## src/rtl/agu_param_top.sv

```systemverilog
`default_nettype none
// ============================================================================
//  Module      : agu_param_top
//  Description : Parametrised NWC NTT address-generation unit. Each beat it
//                issues LANES conflict-free coefficient orders for the current
//                radix-LANES stage and translates them to memory address (MA)
//                and bank number (BN). Forward/inverse stage order, ready/valid
//                output with full backpressure, per-stage last marker.
//  Revision    : 1.0 - initial release
// ============================================================================
module agu_param_top #(
    parameter  int LOG_N   = 12,
    parameter  int LOG_L   = 4,
    localparam int LANES   = 1 << LOG_L,
    localparam int NUM_STG = LOG_N / LOG_L,
    localparam int MA_W    = LOG_N - LOG_L
) (
    input  logic                   clk,
    input  logic                   rst,
    input  logic                   start,
    input  logic                   inverse,
    input  logic                   out_ready,
    output logic                   out_valid,
    output logic [LANES*MA_W-1:0]  ma_idx,
    output logic [LANES*LOG_L-1:0] bn_idx,
    output logic                   out_last,
    output logic                   done,
    output logic                   busy
);

    // Stage digits must tile the index exactly and leave a non-empty MA field.
    generate
        if (((LOG_N % LOG_L) != 0) || (LOG_N <= LOG_L)) begin : g_param_check
            $error("agu_param_top: LOG_N must be a multiple of LOG_L and larger than it");
        end
    endgenerate

    localparam int STG_W = (NUM_STG > 1) ? $clog2(NUM_STG) : 1;
    localparam int SH_W  = $clog2(LOG_N + 1);
    localparam logic [STG_W-1:0] c_LAST_STG = STG_W'(NUM_STG - 1);

    typedef enum logic [1:0] {
        ST_IDLE  = 2'd0,
        ST_RUN   = 2'd1,
        ST_DRAIN = 2'd2
    } state_t;

    state_t            r_state;
    logic              r_inv;
    logic [STG_W-1:0]  r_stage;
    logic [MA_W-1:0]   r_cnt;

    // Generate-stage pipeline registers
    logic              r_g_valid;
    logic [STG_W-1:0]  r_g_stage;
    logic [MA_W-1:0]   r_g_cnt;
    logic              r_g_last;
    logic              r_g_final;

    // Translate-stage companion of out_last: marks the last beat of the run
    logic              r_o_final;

    logic                   w_stall;
    logic                   w_stg_final;
    logic                   w_cnt_wrap;
    logic [SH_W-1:0]        w_sh;
    logic [LANES*MA_W-1:0]  w_ma;
    logic [LANES*LOG_L-1:0] w_bn;

    // A presented beat that is not taken freezes the whole pipe and generator.
    assign w_stall     = out_valid & ~out_ready;
    assign w_stg_final = r_inv ? (r_stage == '0) : (r_stage == c_LAST_STG);
    assign w_cnt_wrap  = &r_cnt;
    assign done        = out_valid & out_ready & r_o_final;
    assign busy        = (r_state != ST_IDLE);

    // Control FSM and beat counters for the generator
    always_ff @(posedge clk or posedge rst) begin
        if (rst) begin
            r_state <= ST_IDLE;
            r_inv   <= 1'b0;
            r_stage <= '0;
            r_cnt   <= '0;
        end else begin
            case (r_state)
                ST_IDLE: begin
                    if (start) begin
                        r_inv   <= inverse;
                        r_stage <= inverse ? c_LAST_STG : '0;
                        r_cnt   <= '0;
                        r_state <= ST_RUN;
                    end
                end
                ST_RUN: begin
                    if (!w_stall) begin
                        r_cnt <= r_cnt + MA_W'(1);
                        if (w_cnt_wrap) begin
                            if (w_stg_final) begin
                                r_state <= ST_DRAIN;
                            end else begin
                                r_stage <= r_inv ? (r_stage - STG_W'(1))
                                                 : (r_stage + STG_W'(1));
                            end
                        end
                    end
                end
                ST_DRAIN: begin
                    if (done) begin
                        r_state <= ST_IDLE;
                    end
                end
                default: r_state <= ST_IDLE;
            endcase
        end
    end

    // Generate stage: capture (stage, count) of the beat being issued
    always_ff @(posedge clk or posedge rst) begin
        if (rst) begin
            r_g_valid <= 1'b0;
            r_g_stage <= '0;
            r_g_cnt   <= '0;
            r_g_last  <= 1'b0;
            r_g_final <= 1'b0;
        end else if (!w_stall) begin
            r_g_valid <= (r_state == ST_RUN);
            r_g_stage <= r_stage;
            r_g_cnt   <= r_cnt;
            r_g_last  <= (r_state == ST_RUN) && w_cnt_wrap;
            r_g_final <= (r_state == ST_RUN) && w_cnt_wrap && w_stg_final;
        end
    end

    // Bit position of the stage digit inside the index
    assign w_sh = SH_W'(r_g_stage) * SH_W'(LOG_L);

    generate
        for (genvar j = 0; j < LANES; j++) begin : g_lane
            logic [LOG_N-1:0] w_cnt_ext;
            logic [LOG_N-1:0] w_mask;
            logic [LOG_N-1:0] w_idx;
            logic [LOG_L-1:0] w_sum;

            // Insert lane number as digit s of the count; BN is the digit sum
            always_comb begin
                w_cnt_ext = LOG_N'(r_g_cnt);
                w_mask    = (LOG_N'(1) << w_sh) - LOG_N'(1);
                // The high part of the count moves up one digit to make room.
                w_idx     = ((w_cnt_ext & ~w_mask) << LOG_L)
                          | (LOG_N'(j) << w_sh)
                          | (w_cnt_ext & w_mask);
                w_sum     = '0;
                for (int k = 0; k < NUM_STG; k++) begin
                    w_sum = w_sum + w_idx[k*LOG_L +: LOG_L];
                end
            end

            assign w_ma[j*MA_W +: MA_W]   = w_idx[LOG_N-1:LOG_L];
            assign w_bn[j*LOG_L +: LOG_L] = w_sum;
        end
    endgenerate

    // Translate stage: registered outputs, held while the consumer stalls
    always_ff @(posedge clk or posedge rst) begin
        if (rst) begin
            out_valid <= 1'b0;
            ma_idx    <= '0;
            bn_idx    <= '0;
            out_last  <= 1'b0;
            r_o_final <= 1'b0;
        end else if (!w_stall) begin
            out_valid <= r_g_valid;
            ma_idx    <= r_g_valid ? w_ma : '0;
            bn_idx    <= r_g_valid ? w_bn : '0;
            out_last  <= r_g_last;
            r_o_final <= r_g_final;
        end
    end

endmodule
`default_nettype wire

```

## config.mk

```make
export PLATFORM = sky130hd
export DESIGN_NAME = agu_param_top
export DESIGN_NICKNAME = d
export VERILOG_FILES = /design/src/rtl/agu_param_top.sv
export SDC_FILE = /design/constraint.sdc
export NUM_CORES = 1
export LEC_CHECK = 0
export CORE_MARGIN = 2
export CORE_UTILIZATION = 38
export CTS_BUF_LIST = sky130_fd_sc_hd__clkbuf_4 sky130_fd_sc_hd__clkbuf_8
export CTS_CLUSTER_SIZE = 24
export DETAILED_ROUTE_END_ITERATION = 7
export PLACE_DENSITY_LB_ADDON = 0.15
export SETUP_SLACK_MARGIN = 0.05
export SYNTH_ARGS = -nofsm -noshare
export SYNTH_HDL_FRONTEND = slang
export SYNTH_SLANG_ARGS = --single-unit
export TNS_END_PERCENT = 10
```

## constraint.sdc

```tcl
create_clock -name clk -period 7.1 [get_ports clk]
set_clock_uncertainty 0.15 [all_clocks]
set_input_delay 1.42 -clock clk [delete_from_list [all_inputs] [get_ports clk]]
set_output_delay 1.42 -clock clk [all_outputs]
set_load 0.02 [all_outputs]
```

==> impl_results.md, run 1 <==
- Status: complete, no violations
- Worst Path Arrival: 2740 ps
- Total track usage: 16.7%
- Finished Layout Cells: 805
- Die outline width: 120 um
- M2 GR Usage: 27.0%
- Routed wire per std cell: 14.5 um
- Area leader, netlist: dfrtp_1
- Initial antenna violation count: 0
- DP HPWL: 8.69 mm
- Required time of the critical path: 5530 ps
- Syn Area/Cell: 8.78 um^2
- Least-Margin Pin Slew: 1090 ps
- Max clock buf depth: 2
- Sw frac: 46.4%
- Largest cells by area after synthesis: dfrtp_1 37%, buf_4 22%, nand2_1 7.4%, fa_1 4.7%, o21ai_0 2.8%
- Pwr Total: 3.46 mW
- Layout cells sized above 1: 4.29%
- Clock Latency Late Sink: 350 ps
- Crit path kind: in2out
- Inserted Diodes: 0
- DRT iter0 DRCs: 168
- IO buf count: 200
- Pleak: 2.73 nW
- Peak supply drop: 0.207 mV
- Clock tree sinks: 75
- Site row count: 42
- Synth top area share: 36.8%
- Design Area, Final: 6360 um^2
- H-tree levels: 3
- GR met1 Demand/Resource: 23.2%
- Placed inst area: 6140 um^2
- Via count: 3839
- Post-CTS Resized: 0
- Vias in the first global route: 3584
- Number of setup buffers added after CTS: 0
- Combinational share of power: 66.3%
- Internal power: 1.86 mW
- Max Freq: 232 MHz
- Hold Path Class: reg2reg
- Most crowded layer after global routing: met2
- Syn Inst Count: 580
- Switch Pwr: 1.61 mW
- Routing usage on met3: 3.47%
- Die area: 14300 um^2
- Die height: 120 um
- Worst Setup End Kind: output port
- Synth-to-layout area growth: 24.9%
- Normalized max-slew margin: 26.9%
- Predominant post-synthesis flop cell: dfrtp_1
- Asr flop ratio synth: 100%
- Largest net degree at the start of global routing: 76
- Maxcap violations: 0
- Unrepaired setup endpoints after global routing: no
- Clk pwr share: 10.8%
- Vias per inst: 4.77
- Hold Violations, Final: 0
- Crit path max fanout: 3
- Post-route ant nets: 0
- Final period util: 60.7%
- Count of cell types in the netlist: 48
- I/O pin cnt: 201
- Syn Nets: 606
- Fin. max-slew vios: 0
- Total core area: 13200 um^2
- CTS tree: built
- Sequential element share of the synthesized area: 36.8%
- Worst Setup Start Kind: primary input
- YS warnings: 0
- Number of flops mapped to enable cells by yosys: 0
- Placed Cells: 789
- Clk slew on worst S/H paths: 80 ps
- Seq cells post-synth: 75
- Gr ovfl total: 0
- Global-route wire length before repair: 19.2 mm
- # DRC: 0
- Initial core utilization: 38.6%
- Final net count: 650
- Pwr dens: 544 nW/um^2
- Hold_buf cts: 0
- Setup-failing EPs final: 0
- Tmin final: 4310 ps
- Syn Std Cell Area: 5090 um^2
- Sequential share of power: 23.0%
- Root buf cell: clkbuf_8
- Setup TNS: 0 ps
- Total CTS buffers: 9
- Routability Congestion: 0.822
- Pre-antenna DRT Iters: 4
- Final wirelength: 11.7 mm
## cell type report
class | count | area (um^2)
repair buffers | 203 | 2020
flip-flops and latches | 75 | 1880
inverters | 12 | 45.0
well taps | 176 | 220
clock inverters | 4 | 73.8
fillers | 1182 | 6830
multi-input cells | 323 | 1970
clock buffers | 12 | 153
## state kept, by name (all words and copies together), names as in the netlist
register / flops
ma_idx: 16
out_last: 1
r_g_stage: 2
r_stage: 2
r_g_valid: 1
out_valid: 1
r_g_last: 1
r_g_final: 1
r_inv: 1
r_state: 2
r_cnt: 8
r_o_final: 1
r_g_cnt: 8
bn_idx: 30
## layout by cell type, fill, tap and decap left out, types with 2 or more instances in the layout
master / synthesis / final
nor2b_1: 3 / 2
nand2b_1: 7 / 7
a22o_1: 3 / 3
nand4_1: 15 / 15
clkdlybuf4s50_1: 0 / 200
ha_1: 9 / 9
inv_1: 12 / 11
a21oi_1: 9 / 9
o21ai_0: 29 / 29
clkbuf_4: 0 / 2
o21bai_1: 2 / 2
xor2_1: 12 / 12
nand2_1: 100 / 100
a22oi_1: 3 / 3
xnor2_1: 5 / 5
nand3_1: 21 / 21
o31ai_1: 3 / 3
bufinv_16: 0 / 2
o211ai_1: 3 / 3
clkbuf_8: 0 / 10
buf_4: 148 / 3
o21a_1: 2 / 2
nor2_1: 30 / 30
and3_1: 4 / 4
fa_1: 12 / 12
nand3b_1: 4 / 4
or4_1: 5 / 5
nor3b_1: 5 / 5
and2_1: 9 / 9
a21boi_0: 2 / 2
dfrtp_1: 75 / 75
o22ai_1: 8 / 8
nor3_1: 3 / 3
## worst paths after layout
path,start,to,slack (ps),cells past startpoint
worst max-delay path,out_ready,done,2790,3
worst min-delay path,out_last,out_last,330,2
worst max register to register,r_g_stage[0],bn_idx[63],3170,11
worst min register to register,out_last,out_last,330,2
max in group asynchronous,rst,bn_idx[38],4650,3
min in group asynchronous,rst,ma_idx[109],1540,3
## metal layers
metal  routed length, um  part of all wire, %
met1                5250                   45
met2                5640                   48
met3                 704                  6.0
met4                  96                 0.82
met5                   0                    0
## stage by stage
step / util [%] / setup slack [ps] / hold slack [ps]
final: 48.2 / 2790 / 329
after global routing: 48.2 / 2720 / 348
after CTS: 48.2 / 2780 / 333
after detailed placement: 46.5 / 2790 / 309
after global placement: 46.5 / 2790 / 306
after floorplan: - / 3550 / 282
## Yosys cell counts, drive strengths merged (7+ instances only)
cell    count
buf       156
nand2     101
dfrtp      75
nor2       30
o21ai      30
nand3      21
nand4      15
clkbuf     14
fa         12
inv        12
xor2       12
a21oi      10
and2        9
ha          9
o22ai       8
nand2b      7
## critical path, cell delays in order
cell and delay (ps):
clkdlybuf4s50_1 530, and3_1 180, clkdlybuf4s50_1 610
## power by group through the flow
| stage | Combinational (mW) | Sequential [mW] | Clock (mW) |
|---|---|---|---|
| 2_1_floorplan | 1.60 | 0.875 | 0 |
| 3_3_place_gp | 2.30 | 0.804 | 0 |
| 3_5_place_dp | 2.32 | 0.816 | 0 |
| 4_1_cts | 2.32 | 0.808 | 0.382 |
| 5_1_grt | 2.49 | 0.836 | 0.403 |
| 6_report | 2.30 | 0.796 | 0.373 |
## cell families (layout without fill, tap and decap cells)
family / count (synthesis) / in the layout / synth area share (%)
mux: 1 / 1 / 0.221
buf+inv: 182 / 231 / 24.7
simple gates: 212 / 212 / 19.7
xor+xnor: 17 / 17 / 2.92
compound gates: 72 / 72 / 8.72
flops: 75 / 75 / 36.8
fa+ha+maj: 21 / 21 / 6.93
No activity file was read; power rests on OpenSTA's default activity.
==> inputs of run 2 (changes only) <==
==> constraint.sdc (replaced) <==
create_clock -name clk -period 4 [get_ports clk]
set_clock_uncertainty 0.15 [all_clocks]
set_input_delay 0.8 -clock clk [delete_from_list [all_inputs] [get_ports clk]]
set_output_delay 0.8 -clock clk [all_outputs]
set_load 0.02 [all_outputs]
==> impl_results.md, run 2 (same netlist as run 1, synthesis figures left out) <==
- Unrepaired setup endpoints after global routing: no
- Initial antenna violation count: 0
- Status: complete, no violations
- Post-route ant nets: 0
- Largest register FFs: 30
- Fin. max-slew vios: 0
- Most frequent cells in the layout: 200 x clkdlybuf4s50_1, 100 x nand2_1, 75 x dfrtp_1
- Pwr Total: 6.30 mW
- Setup-failing EPs final: 0
- Placed Cells: 795
- Die height: 120 um
- Largest net degree at the start of global routing: 35
- Vias per inst: 4.81
- Final net count: 656
- Worst Setup End Kind: flop
- Hold Path Class: reg2reg
- IO buf count: 200
- Die outline width: 120 um
- Max clock buf depth: 2
- Worst hold slack: 321 ps
- Final period util: 91.8%
- Commonest non-fill, non-tap cell in the layout: clkdlybuf4s50_1
- RR Endpoint: bn_idx[63]
- Global-route wire length before repair: 20.0 mm
- Peak supply drop: 0.314 mV
- Routed wire per std cell: 15.1 um
- Post-CTS Resized: 0
- Hold Violations, Final: 0
- Crit path kind: reg2reg
- Root buf cell: clkbuf_8
- Tmin final: 3670 ps
- Total core area: 13200 um^2
- CP max-delay cell: or4_1
- Clock tree sinks: 75
- Pleak: 2.76 nW
- Finished Layout Cells: 811
- H-tree levels: 3
- Clk slew on worst S/H paths: 80 ps
- Initial core utilization: 38.6%
- Vias in the first global route: 3737
- Die area: 14300 um^2
- Gr ovfl total: 0
- Total CTS buffers: 9
- Final wirelength: 12.2 mm
- Worst Path Arrival: 3810 ps
- Number of setup buffers added after CTS: 0
- Setup TNS: 0 ps
- Layout cells sized above 1: 5.20%
- Worst r2r path cells: 11
- PnR worst setup slack: 327 ps
- Required time of the critical path: 4140 ps
- Pwr dens: 981 nW/um^2
- I/O pin cnt: 201
- Worst Hold Depth: 2
- Reg2reg start: r_g_stage[1]
- Inserted Diodes: 0
- Most used cell, CP: inv_1
- DRT iter0 DRCs: 144
- # fillers: 1190
- Synth-to-layout area growth: 26.2%
- Via count: 3904
- Slowest stage delay, CP: 540 ps
- DP HPWL: 9.19 mm
- CTS tree: built
- Pre-antenna DRT Iters: 4
- Max Freq: 272 MHz
- Critical-path cell list: inv_1 -> nand2_1 -> ha_1 -> a21oi_1 -> fa_1 -> inv_1 -> ha_1 -> inv_1 -> fa_1 -> or4_1 -> nand4_1
- Worst Setup Start Kind: flop
- Flop2flop setup slack: 330 ps
- Min-delay src: r_o_final
- Crit path max fanout: 10
- Clock Latency Late Sink: 350 ps
- Least-Margin Pin Slew: 913 ps
- # DRC: 0
- Hold Path End: r_o_final
- Normalized max-slew margin: 39.1%
- Hold_buf cts: 0
- Worst slack, placed: 367 ps
- Total track usage: 17.3%
- Routability Congestion: 0.857
- Top Registers: bn_idx (30), ma_idx (16)
- Largest Register: bn_idx
- Maxcap violations: 0
- Site row count: 42
run 2: changes by cell type in the layout (fill, tap and decap cells not counted), sizes merged:
cell      change
inv           +2
buf           +6
clkinvlp      +1
bufinv        +1
clkinv        -1
clkbuf        -3
run 2: power breakdown:
group	switching (mW)	internal (mW)
clock	0.307	0.420
sequential	0.378	1.03
combinational	2.25	1.92
total	2.93	3.37
run 2: final cells by class:
| type | instances | area (um^2) | area share, % |
|---|---|---|---|
| Sequential cell | 75 | 1880 | 29.2 |
| Inverter | 12 | 45.0 | 0.701 |
| Clock buffer | 9 | 124 | 1.93 |
| Timing Repair Buffer | 209 | 2070 | 32.2 |
| Multi-Input combinational cell | 323 | 1970 | 30.6 |
| Tap cell | 176 | 220 | 3.43 |
| Clock inverter | 7 | 124 | 1.93 |
run 2: metal layers:
metal	track usage [%]	wire (um)	part of all wire, %	up-vias
li1	-	-	-	1869
met1	22.9	5360	44	1859
met2	28.5	5980	49	163
met3	3.52	736	6.0	13
met4	5.44	161	1.3	0
met5	0	0	0	-
run 2: worst max-delay path: cells and delay by family (launching register included):
| family | cells | cell delay [ps] |
|---|---|---|
| compound gates | 1 | 410 |
| fa+ha+maj | 4 | 1470 |
| buf+inv | 3 | 390 |
| flops | 1 | 480 |
| simple gates | 3 | 720 |
run 2: how the worst max path moves through the flow:
| stage | from | endpoint | slack (ps) | cells after the start |
|---|---|---|---|---|
| after floorplan | r_g_stage[0] | bn_idx[63] | 450 | 13 |
| after global placement | r_g_stage[1] | bn_idx[63] | 530 | 11 |
| after detailed placement | r_g_stage[1] | bn_idx[63] | 370 | 11 |
| after CTS | r_g_stage[1] | bn_idx[63] | 340 | 11 |
| after global routing | r_g_stage[1] | bn_idx[63] | 90 | 11 |
| final | r_g_stage[1] | bn_idx[63] | 330 | 11 |
run 2: per-stage QoR:
step / utilization [%] / area, um^2
2_1_floorplan: - / 5090
3_3_place_gp: 46.9 / 6180
3_5_place_dp: 46.9 / 6180
4_1_cts: 48.7 / 6430
5_1_grt: 48.7 / 6430
6_report: 48.7 / 6430
